[config.mk]
export PLATFORM = sky130hd
export DESIGN_NAME = lsu_mem_ctrl
export DESIGN_NICKNAME = d
export VERILOG_FILES = /design/src/rtl/lsu_mem_ctrl.sv
export SDC_FILE = /design/constraint.sdc
export NUM_CORES = 1
export LEC_CHECK = 0
export ABC_AREA = 1
export CAP_MARGIN = 40
export CELL_PAD_IN_SITES_DETAIL_PLACEMENT = 1
export CELL_PAD_IN_SITES_GLOBAL_PLACEMENT = 1
export CORE_MARGIN = 5
export CORE_UTILIZATION = 34
export DETAILED_ROUTE_END_ITERATION = 8
export PLACE_DENSITY = 0.94
export SYNTH_ARGS = -nofsm -noshare
export SYNTH_HDL_FRONTEND = slang
export SYNTH_SLANG_ARGS = --single-unit
[constraint.sdc]
create_clock -name clk -period 3.2 [get_ports clk]
set_input_delay 0.64 -clock clk [delete_from_list [all_inputs] [get_ports clk]]
set_output_delay 0.64 -clock clk [all_outputs]
set_load 0.03 [all_outputs]
[src/rtl/lsu_mem_ctrl.sv]
// lsu_mem_ctrl: single-outstanding load/store initiator between EX/MEM and the data memory
module lsu_mem_ctrl #(
  parameter int ADDR_W    = 16,
  parameter int DATA_W    = 16,
  parameter int MEM_WORDS = 256,
  parameter int RD_LAT    = 1
) (
  input  logic              clk,
  input  logic              rst_n,
  input  logic              req_valid,
  output logic              req_ready,
  input  logic              req_we,
  input  logic [ADDR_W-1:0] req_addr,
  input  logic [DATA_W-1:0] req_wdata,
  output logic              rsp_valid,
  input  logic              rsp_ready,
  output logic [DATA_W-1:0] rsp_rdata,
  output logic              rsp_err,
  output logic              mem_rd,
  output logic              mem_wr,
  output logic [ADDR_W-1:0] mem_addr,
  output logic [DATA_W-1:0] mem_wdata,
  input  logic [DATA_W-1:0] mem_rdata
);
  localparam logic [1:0] IDLE  = 2'd0;
  localparam logic [1:0] WRITE = 2'd1;
  localparam logic [1:0] READ  = 2'd2;
  localparam logic [1:0] RESP  = 2'd3;
  // one extra bit so MEM_WORDS == 2**ADDR_W still compares correctly
  localparam logic [ADDR_W:0] LIMIT = (ADDR_W+1)'(MEM_WORDS);
  logic [1:0] state;
  logic       op_we;
  logic [2:0] cnt;
  logic       fault;
  always_comb fault = {1'b0, req_addr} >= LIMIT;
  assign req_ready = state == IDLE;
  assign rsp_valid = state == RESP;
  assign mem_wr    = state == WRITE && op_we;
  assign mem_rd    = state == READ && !op_we;
  always_ff @(posedge clk or negedge rst_n)
    if (!rst_n) begin
      state     <= IDLE;
      op_we     <= 1'b0;
      cnt       <= '0;
      mem_addr  <= '0;
      mem_wdata <= '0;
      rsp_rdata <= '0;
      rsp_err   <= 1'b0;
    end else
      case (state)
        IDLE:
          if (req_valid) begin
            mem_addr  <= req_addr;
            mem_wdata <= req_wdata;
            op_we     <= req_we;
            cnt       <= 3'(RD_LAT);
            rsp_rdata <= '0;
            rsp_err   <= fault;
            state     <= fault ? RESP : req_we ? WRITE : READ;
          end
        WRITE: state <= RESP;
        READ:
          if (cnt == 3'd0) begin
            rsp_rdata <= mem_rdata;
            state     <= RESP;
          end else
            cnt <= cnt - 3'd1;
        RESP:    state <= rsp_ready ? IDLE : RESP;
        default: state <= IDLE;
      endcase
endmodule

==> results of run 1 <==
routing by layer:
metal | vias to the layer above | wire length (um) | track usage [%]
met5 | - | 0 | 0
met4 | 0 | 64 | 2.89
met3 | 6 | 387 | 4.17
met2 | 68 | 3330 | 27.8
met1 | 870 | 2550 | 16.6
li1 | 872 | - | -
registers in the layout (all words and copies together), names as in the netlist:
signal     flops
state          2
cnt            3
mem_addr      16
rsp_rdata     16
rsp_err        1
op_we          1
mem_wdata     16
per-stage QoR:
stage                     util, %  cells  worst slack (ps)
after floorplan                 -    202              1460
after global placement       51.5    398               930
after detailed placement     51.5    398               856
after CTS                    52.7    406               602
after global routing         52.7    406               549
final                        52.7    406               628
critical path, stage by stage (launching register included):
cell and delay, ps:
sky130_fd_sc_hd__dfrtp_1 430, sky130_fd_sc_hd__inv_1 100, sky130_fd_sc_hd__ha_1 360, sky130_fd_sc_hd__clkdlybuf4s50_1 740
layout make-up:
type | instances | area, um^2 | area share [%]
multi-input cells | 128 | 891 | 24.9
clock buffers | 6 | 72.6 | 2.03
inverters | 11 | 41.3 | 1.15
flip-flops and latches | 55 | 1380 | 38.4
clock inverters | 2 | 12.5 | 0.349
repair buffers | 108 | 1070 | 29.8
well taps | 96 | 120 | 3.35
cells in the final DEF (no fill, tap or decap), types with 2 or more instances in the layout:
cell type                         count
sky130_fd_sc_hd__o21ai_2             17
sky130_fd_sc_hd__nand2_4              2
sky130_fd_sc_hd__buf_4                3
sky130_fd_sc_hd__o21ai_0              6
sky130_fd_sc_hd__a21oi_1              3
sky130_fd_sc_hd__inv_1               11
sky130_fd_sc_hd__nor2_1              10
sky130_fd_sc_hd__nand3_1              3
sky130_fd_sc_hd__dfrtp_1             55
sky130_fd_sc_hd__mux2_2              32
sky130_fd_sc_hd__ha_1                 6
sky130_fd_sc_hd__clkbuf_8             5
sky130_fd_sc_hd__nand2_1             48
sky130_fd_sc_hd__clkdlybuf4s50_1    104
final timing paths:
kind / from / end / slack (ps) / cells past startpoint
setup / recovery: state[0] / req_ready / 630 / 3
hold / removal: rst_n / mem_addr[14] / 330 / 2
setup reg to reg: state[0] / rsp_rdata[15] / 1100 / 7
hold reg to reg: rsp_rdata[13] / rsp_rdata[13] / 490 / 2
max in group asynchronous: rst_n / cnt[2] / 2560 / 2
min in group clk: rsp_rdata[13] / rsp_rdata[13] / 490 / 2
where the power goes:
group / switching (mW) / leakage, nW / internal, mW / total (mW)
Clock: 0.213 / 0.0412 / 0.153 / 0.367
Combinational: 1.30 / 0.817 / 0.958 / 2.26
Sequential: 0.199 / 0.683 / 1.04 / 1.24
Total: 1.72 / 1.54 / 2.15 / 3.86
synth_stat cells, drive strengths merged:
cell	n	area, um^2
nand2	50	203
clkbuf	1	3.75
dfrtp	55	1380
mux2	32	360
nor2	10	37.5
inv	11	41.3
nand3	3	15.0
ha	6	75.1
o21ai	23	179
buf	7	72.6
or2	1	6.26
a21oi	3	15.0
cells by family after synthesis:
logic type | synth area share (%)
simple gates | 11.0
flops | 57.7
mux | 15.1
compound gates | 8.13
buf+inv | 4.93
fa+ha+maj | 3.15
==> reports/summary.json, run 1 <==
{
  "place_hpwl_um": 5050,
  "clkSlewWorstSetupHoldPaths_ps": 90,
  "number_of_port_buffers": 105,
  "route.detailed.vias_per_inst": 4.47,
  "max_clock_freq_mhz": 389,
  "antenna_cells": 0,
  "grt_max_degree": 38,
  "grt_antenna_before_repair": 0,
  "timing.final.hold_violations": 0,
  "avgRoutedWirePerCell_um": 15.6,
  "dr.first_iter.drc_count": 49,
  "clock_skew_ps": 5.68,
  "finalCriticalPeriod_ps": 2570,
  "cp_data_required_time_ps": 2560,
  "crit_path_end_kind": "output port",
  "flow.area_growth_from_synthesis_pct": 50.2,
  "cp_max_fo": 7,
  "postCtsResizedCells": 0,
  "worstSkewPairLatency_ps": 300,
  "critical_path.startpoint_type": "flop",
  "fillerInstances": 745,
  "outcome": "finished, final reports clean",
  "power.total_mw": 3.86,
  "final.period_utilization_pct": 80.4,
  "timing.slew.headroom_pct": 68.1,
  "arrival_ps": 1930,
  "power.static_leakage_nw": 1.54,
  "hp-class": "input port to async pin",
  "synth.cell_area_mm2": 0.00238,
  "core_area_mm2": 0.00679,
  "synthesis.nets": 261,
  "fraction_of_layout_cells_with_a_size_suffix_above_1_pct": 20.3,
  "final_max_slew_viol_count": 0,
  "postCtsSetupBuffers": 0,
  "floorplan.die_area_mm2": 0.00879,
  "start_to_end_type_of_the_worst_setup_path": "flop to output port",
  "tightest_slew_ps": 479,
  "gpl.final_weighted_congestion": 0.774,
  "first_pass_grt_wire_length_um": 10300,
  "cts.htree.levels": 2,
  "die_span_y_um": 93.8,
  "remaining_global_route_overflow": 0,
  "power.density_mw_per_mm2": 1080,
  "setup_violations": 0,
  "setup_total_negative_slack_ps": 0,
  "drt_drc_violations_left": 0,
  "clk_path_buf_depth": 2,
  "route.antenna.remaining_nets": 0,
  "synthesis.area_per_instance_um2": 11.8,
  "synth_cell_types": 15,
  "totalWireLength_um": 6330,
  "clock-root-buffer": "sky130_fd_sc_hd__clkbuf_8",
  "clkSinkCount": 55,
  "dr_total_vias": 1816,
  "grt.total_usage_pct": 14.8,
  "drt_pass1_iterations": 4,
  "finalNetCount": 368,
  "finish.instance_area_mm2": 0.00358,
  "design.portCount": 106,
  "clock_tree_from_tritoncts": "yes",
  "cts_inserted_buffers": 5,
  "flops_latches_synth": 55,
  "cts-hold-fix-buffers": 0,
  "worst_ir_drop_vdd_mv": 0.399,
  "initial_core_util_pct": 35.1,
  "ys.warnings.count": 0,
  "syn_inst": 202,
  "unrepaired_setup_endpoints_after_global_routing": "no",
  "drv_cap": 0,
  "grt_pass1_vias": 2060,
  "seq_area_frac_synth_pct": 57.7,
  "die_width_um": 93.8,
  "placed_standard_cell_area_mm2": 0.00350,
  "rows": 30,
  "fin_worst_hold_slack_ps": 334
}
Power figures use the tool's default switching activity.
==> run 2, diff against run 1 <==
--- a/config.mk
+++ b/config.mk
@@ -10,9 +10,9 @@
 export CELL_PAD_IN_SITES_DETAIL_PLACEMENT = 1
 export CELL_PAD_IN_SITES_GLOBAL_PLACEMENT = 1
 export CORE_MARGIN = 5
-export CORE_UTILIZATION = 34
+export CORE_UTILIZATION = 31
 export DETAILED_ROUTE_END_ITERATION = 8
-export PLACE_DENSITY = 0.94
+export PLACE_DENSITY = 0.88
 export SYNTH_ARGS = -nofsm -noshare
 export SYNTH_HDL_FRONTEND = slang
 export SYNTH_SLANG_ARGS = --single-unit
==> constraint.sdc (replaced) <==
create_clock -name clk -period 2.6 [get_ports clk]
set_input_delay 0.52 -clock clk [delete_from_list [all_inputs] [get_ports clk]]
set_output_delay 0.52 -clock clk [all_outputs]
set_load 0.03 [all_outputs]
==> run 2 against run 1 <==
Sequential cell count unchanged. Global-route usage decreased by 1.6 points. Sequential power increased by 20%. First-iteration DRC count decreased by 4.1%. Critical path depth unchanged. Critical endpoint unchanged.
==> reports/summary.json, run 2 (synthesis gave the netlist of run 1 again) <==
{
  "critical_path.startpoint_type": "flop",
  "flow.area_growth_from_synthesis_pct": 52.1,
  "start_to_end_type_of_the_worst_setup_path": "flop to output port",
  "ff2ff_path_depth": {"value": 8, "change": "+1"},
  "grt_max_degree": {"value": 37, "change": "-2.6%"},
  "worst_setup_path_startpoint": "state[1]",
  "clk_path_buf_depth": {"value": 2, "change": "unchanged"},
  "arrival": {"value": 1910, "unit": "ps", "change": "-20 ps"},
  "timing.reg2reg.setup_slack": {"value": 720, "unit": "ps", "change": "-380 ps"},
  "crit_path_end_kind": "output port",
  "avgRoutedWirePerCell": {"value": 15.1, "unit": "um", "change": "-2.8%"},
  "multiInputGateArea": {"value": 891, "unit": "um^2", "change": "unchanged"},
  "setup_violations": {"value": 0, "change": "unchanged"},
  "grt_pass1_vias": {"value": 1984, "change": "-3.7%"},
  "postCtsResizedCells": {"value": 0, "change": "unchanged"},
  "floorplan.die_area": {"value": 0.00955, "unit": "mm^2", "change": "+8.6%"},
  "remaining_global_route_overflow": {"value": 0, "change": "unchanged"},
  "die_width": {"value": 97.7, "unit": "um", "change": "+4.2%"},
  "worst_ir_drop_vdd": {"value": 0.582, "unit": "mV", "change": "+46%"},
  "number_of_port_buffers": {"value": 105, "change": "unchanged"},
  "totalWireLength": {"value": 6260, "unit": "um", "change": "-1.2%"},
  "grt.total_usage": {"value": 13.3, "unit": "%", "change": "-1.6 points"},
  "cp_max_fo": {"value": 7, "change": "unchanged"},
  "most_used_cells_in_the_layout_excluding_fill_and_tap_cells": "sky130_fd_sc_hd__clkdlybuf4s50_1 (103), sky130_fd_sc_hd__dfrtp_1 (55), sky130_fd_sc_hd__nand2_1 (48), sky130_fd_sc_hd__mux2_2 (32), sky130_fd_sc_hd__o21ai_2 (17)",
  "final.period_utilization_pct": 93.4,
  "die_span_y": {"value": 97.7, "unit": "um", "change": "+4.2%"},
  "fraction_of_layout_cells_with_a_size_suffix_above_1": {"value": 21.2, "unit": "%", "change": "+0.90 points"},
  "finish.instance_area": {"value": 0.00363, "unit": "mm^2", "change": "+1.3%"},
  "setup_total_negative_slack": {"value": 0, "unit": "ps", "change": "unchanged"},
  "drt_pass1_iterations": {"value": 4, "change": "unchanged"},
  "timing.final.hold_violations": {"value": 0, "change": "unchanged"},
  "placed_standard_cell_area": {"value": 0.00351, "unit": "mm^2", "change": "+0.36%"},
  "largest_registers": "mem_addr x16, mem_wdata x16, rsp_rdata x16",
  "route.antenna.remaining_nets": {"value": 0, "change": "unchanged"},
  "rows": {"value": 32, "change": "+6.7%"},
  "clock_skew": {"value": 3.28, "unit": "ps", "change": "-2.40 ps"},
  "timing.slew.headroom": {"value": 53.8, "unit": "%", "change": "-14 points"},
  "place_hpwl": {"value": 5040, "unit": "um", "change": "-0.32%"},
  "critical_path.reg2reg.endpoint": "rsp_rdata[2]",
  "timing.rr.start": "state[0]",
  "drv_cap": {"value": 0, "change": "unchanged"},
  "gpl.final_weighted_congestion": {"value": 0.729, "change": "-5.7%"},
  "p_clk_share": {"value": 11.9, "unit": "%", "change": "+2.4 points"},
  "path_cells": "inv_1, ha_1, clkdlybuf4s50_1",
  "seq_area": {"value": 0.00138, "unit": "mm^2", "change": "unchanged"},
  "cp_data_required_time": {"value": 2080, "unit": "ps", "change": "-480 ps"},
  "finalNetCount": {"value": 369, "change": "+0.27%"},
  "tightest_slew": {"value": 693, "unit": "ps", "change": "+214 ps"},
  "crit_slowest_cell": "sky130_fd_sc_hd__clkdlybuf4s50_1",
  "cts-hold-fix-buffers": {"value": 0, "change": "unchanged"},
  "power.static_leakage": {"value": 1.57, "unit": "nW", "change": "+1.7%"},
  "finalCriticalPeriod_ps": 2430,
  "antenna_cells": {"value": 0, "change": "unchanged"},
  "final_max_slew_viol_count": {"value": 0, "change": "unchanged"},
  "fillerInstances": {"value": 827, "change": "+11%"},
  "power.internal": {"value": 2.77, "unit": "mW", "change": "+29%"},
  "core_area": {"value": 0.00761, "unit": "mm^2", "change": "+12%"},
  "initial_core_util": {"value": 31.3, "unit": "%", "change": "-3.8 points"},
  "drt_drc_violations_left": {"value": 0, "change": "unchanged"},
  "max_clock_freq_mhz": 412,
  "pwr-share-comb": {"value": 57.3, "unit": "%", "change": "-1.2 points"},
  "design.portCount": {"value": 106, "change": "unchanged"},
  "unrepaired_setup_endpoints_after_global_routing": "no",
  "cp_slowest_stage_delay": {"value": 740, "unit": "ps", "change": "about the same"},
  "layout.cells.most_common": "sky130_fd_sc_hd__clkdlybuf4s50_1",
  "p_sw": {"value": 2.09, "unit": "mW", "change": "+22%"},
  "power.switching_fraction": {"value": 43.0, "unit": "%", "change": "-1.4 points"},
  "first_pass_grt_wire_length": {"value": 10300, "unit": "um", "change": "-0.53%"},
  "cts_inserted_buffers": {"value": 5, "change": "unchanged"},
  "route.detailed.vias_per_inst": {"value": 4.35, "change": "-2.7%"},
  "clock-root-buffer": "sky130_fd_sc_hd__clkbuf_8",
  "power.share.sequential": {"value": 30.8, "unit": "%", "change": "-1.2 points"},
  "clkSlewWorstSetupHoldPaths": {"value": 100, "unit": "ps", "change": "about the same"},
  "dr_total_vias": {"value": 1797, "change": "-1.0%"},
  "postCtsSetupBuffers": {"value": 0, "change": "unchanged"},
  "dr.first_iter.drc_count": {"value": 47, "change": "-4.1%"},
  "outcome": "finished, final reports clean",
  "power.density": {"value": 1340, "unit": "mW/mm^2", "change": "+24%"},
  "grt_antenna_before_repair": {"value": 0, "change": "unchanged"},
  "cts.htree.levels": {"value": 2, "change": "unchanged"},
  "hp-class": "input port to async pin",
  "worstSkewPairLatency": {"value": 290, "unit": "ps", "change": "about the same"},
  "clkSinkCount": {"value": 55, "change": "unchanged"},
  "clock_tree_from_tritoncts": "yes"
}
## run 2: cell types whose count changed in the layout (fill, tap and decap cells not counted)
cell and delta:
sky130_fd_sc_hd__bufinv_16 +1, sky130_fd_sc_hd__clkdlybuf4s50_1 -1, sky130_fd_sc_hd__buf_4 +2, sky130_fd_sc_hd__clkbuf_1 -1, sky130_fd_sc_hd__clkinvlp_4 -1, sky130_fd_sc_hd__clkbuf_8 +1
## run 2: worst max path at each step
stage | to | slack (ps)
after floorplan | rsp_rdata[15] | 870
after global routing | req_ready | 70
final | req_ready | 170
after global placement | req_ready | 540
after detailed placement | req_ready | 490
after CTS | req_ready | 140
## run 2: metrics by stage
stage	total power, mW	std cells	hold WS, ps	setup WS (ps)	util (%)
after floorplan	3.25	202	224	868	-
after global placement	4.23	405	465	537	46.1
after detailed placement	4.34	405	470	493	46.1
after CTS	4.94	413	288	144	47.7
after global routing	5.15	413	319	65.5	47.7
final	4.86	413	260	172	47.7
## run 2: worst max-delay path: cells and delay by family, from the launching register on
family                     cells  cell delay [ps]
adders and majority gates      1              340
buffers and inverters          2              840
DFF                            1              430
## run 2: cell type report
cell class | count | share of cell area, %
well taps | 102 | 3.52
clock inverters | 2 | 0.966
repair buffers | 109 | 29.6
multi-input cells | 128 | 24.6
inverters | 11 | 1.14
flip-flops and latches | 55 | 37.9
clock buffers | 6 | 2.28
## run 2: metal layers
layer	vias up	GRT usage [%]	wire length, um	part of all wire (%)
li1	870	-	-	-
met1	872	15.8	2610	42
met2	53	24.5	3350	54
met3	2	2.87	278	4.4
met4	0	2.88	14	0.22
met5	-	0	0	0
## run 2: power by group through the flow
stage | combinational, mW | clock (mW) | sequential, mW
floorplan | 1.00 | 0 | 2.25
global placement | 2.74 | 0 | 1.49
detailed placement | 2.82 | 0 | 1.52
CTS | 2.83 | 0.605 | 1.50
global route | 2.96 | 0.647 | 1.55
finish | 2.78 | 0.580 | 1.49
==> RTL edit: new RTL, flow settings as in run 2 <==
Change the parameter `DATA_W` from 16 to 32.
--- a/src/rtl/lsu_mem_ctrl.sv
+++ b/src/rtl/lsu_mem_ctrl.sv
@@ -2,5 +2,5 @@
 module lsu_mem_ctrl #(
   parameter int ADDR_W    = 16,
-  parameter int DATA_W    = 16,
+  parameter int DATA_W    = 32,
   parameter int MEM_WORDS = 256,
   parameter int RD_LAT    = 1
Interface: changed (resized mem_rdata, mem_wdata, req_wdata and rsp_rdata); port bits go from 106 to 170. The function was not compared with the original's and may differ.
==> RTL edit against run 2 <==
- sequential power is 50% higher
- design area rose by 64%
- sequential cell count rose by 32
- wire length rose by 81%
- worst setup slack got worse by 50 ps
- power up 56%
- area after synthesis up 60%
- first-iteration DRC count up 91%
- register-to-register slack worse by 90 ps
- critical path depth did not move
- critical endpoint unchanged
- largest cell class unchanged
- highest routed layer unchanged
==> RTL edit: results (changes against run 2) <==
antenna_found_initial: 0  # unchanged
grt_pass1_wl_mm: 18.2  # was 10.3 mm
status: "completed"  # unchanged
max_freq_mhz: 404  # was 412 MHz
nFillCells: 1292  # was 827
pre_cts_ws_ps: 457  # was 493 ps
place_area_um2: 5660  # was 3510 um^2
clock_skew_ps: 5.74  # was 3.28 ps
synth_common_cells: "dfrtp_1 (87), mux2_4 (46), nand2_1 (45)"  # was dfrtp_1 (55), nand2_1 (48), mux2_2 (32)
clkTransAtPathRegs_ps: 70  # was 100 ps
io_buffers: 169  # was 105
wl_met3_um: 790  # was 278 um
drt_iter0_markers: 90  # was 47
hpwl_mm: 8.31  # was 5.04 mm
use_met3_pct: 5.13  # was 2.87%
synth_area_leaders: "dfrtp_1 (57%), mux2_4 (18%), nand2_1 (4.4%)"  # was dfrtp_1 (58%), mux2_2 (15%), nand2_1 (7.6%)
drive_gt1_share_pct: 17.2  # was 21.2%
wl_met1_mm: 4.51  # was 2.61 mm
clk_latency_ps: 330  # was 290 ps
fin_nets: 569  # was 369
irDropWorstVdd_mv: 0.732  # was 0.582 mV
syn2layout_area_growth_pct: 55.8  # was 52.1%
synth_nets: 400  # was 261
synth.avg_cell_area_um2: 12.4  # was 11.8 um^2
fin_worst_hold_slack_ps: 101  # was 260 ps
dp_cells: 635  # was 405
grt_use_total_pct: 15.7  # was 13.3%
critPathMaxStageDelay_ps: 760  # was 740 ps
viasPerCell: 4.46  # was 4.35
use_met1_pct: 18.0  # was 15.8%
r2r_slack_ps: 630  # was 720 ps
route.met2.wl_mm: 5.87  # was 3.35 mm
clockRootBuffer: "clkbuf_16"  # was clkbuf_8
routed-via-count: 2906  # was 1797
reg_top3: "mem_wdata (32), rsp_rdata (32), mem_addr (16)"  # was mem_addr (16), mem_wdata (16), rsp_rdata (16)
worstMarginPinSlew_ps: 387  # was 693 ps
grt_max_degree: 61  # was 37
synth.distinct_cells: 24  # was 15
grt_pass1_vias: 3411  # was 1984
r2r_end: "rsp_rdata[4]$_DFFE_PN0P_"  # was rsp_rdata[2]$_DFFE_PN0P_
rr_worst_depth: 9  # was 8
cts_setup_buffers: 0  # unchanged
gp_routability_congestion: 0.746  # was 0.729
synth-seq-area-share_pct: 57.0  # was 57.7%
globalRouteMet2Util_pct: 28.1  # was 24.5%
cts_buffers: 9  # was 5
synthArstFlopShare_pct: 100  # unchanged
p_leak_nw: 2.81  # was 1.57 nW
drt_wl_total_mm: 11.3  # was 6.26 mm
cp_data_arrival_time_ps: 1960  # was 1910 ps
h-tree-depth: 3  # was 2
crit_family: "buffers and inverters"  # unchanged
==> RTL edit: kinds of logic (layout without fill, tap and decap cells) <==
group                      after synthesis  after routing  synth area share (%)
AOI/OAI and AO/OA                       42             42                  5.63
adders and majority gates                6              6                  1.96
buffers and inverters                   31            205                  5.27
DFF                                     87             87                  57.0
muxes                                   48             48                  18.7
and+or+nand+nor                         95             95                  11.5
==> RTL edit: layout make-up <==
class | instances | area share, %
Sequential cell | 87 | 36.6
Clock inverter | 7 | 1.22
Multi-Input combinational cell | 191 | 24.2
Timing Repair Buffer | 176 | 29.8
Tap cell | 168 | 3.53
Inverter | 13 | 0.820
Clock buffer | 9 | 3.78
==> RTL edit: where the power goes <==
| group | internal, mW | switching, mW | leakage (nW) |
|---|---|---|---|
| clock network | 0.746 | 0.547 | 0.142 |
| logic | 1.82 | 2.25 | 1.58 |
| registers | 1.90 | 0.333 | 1.09 |
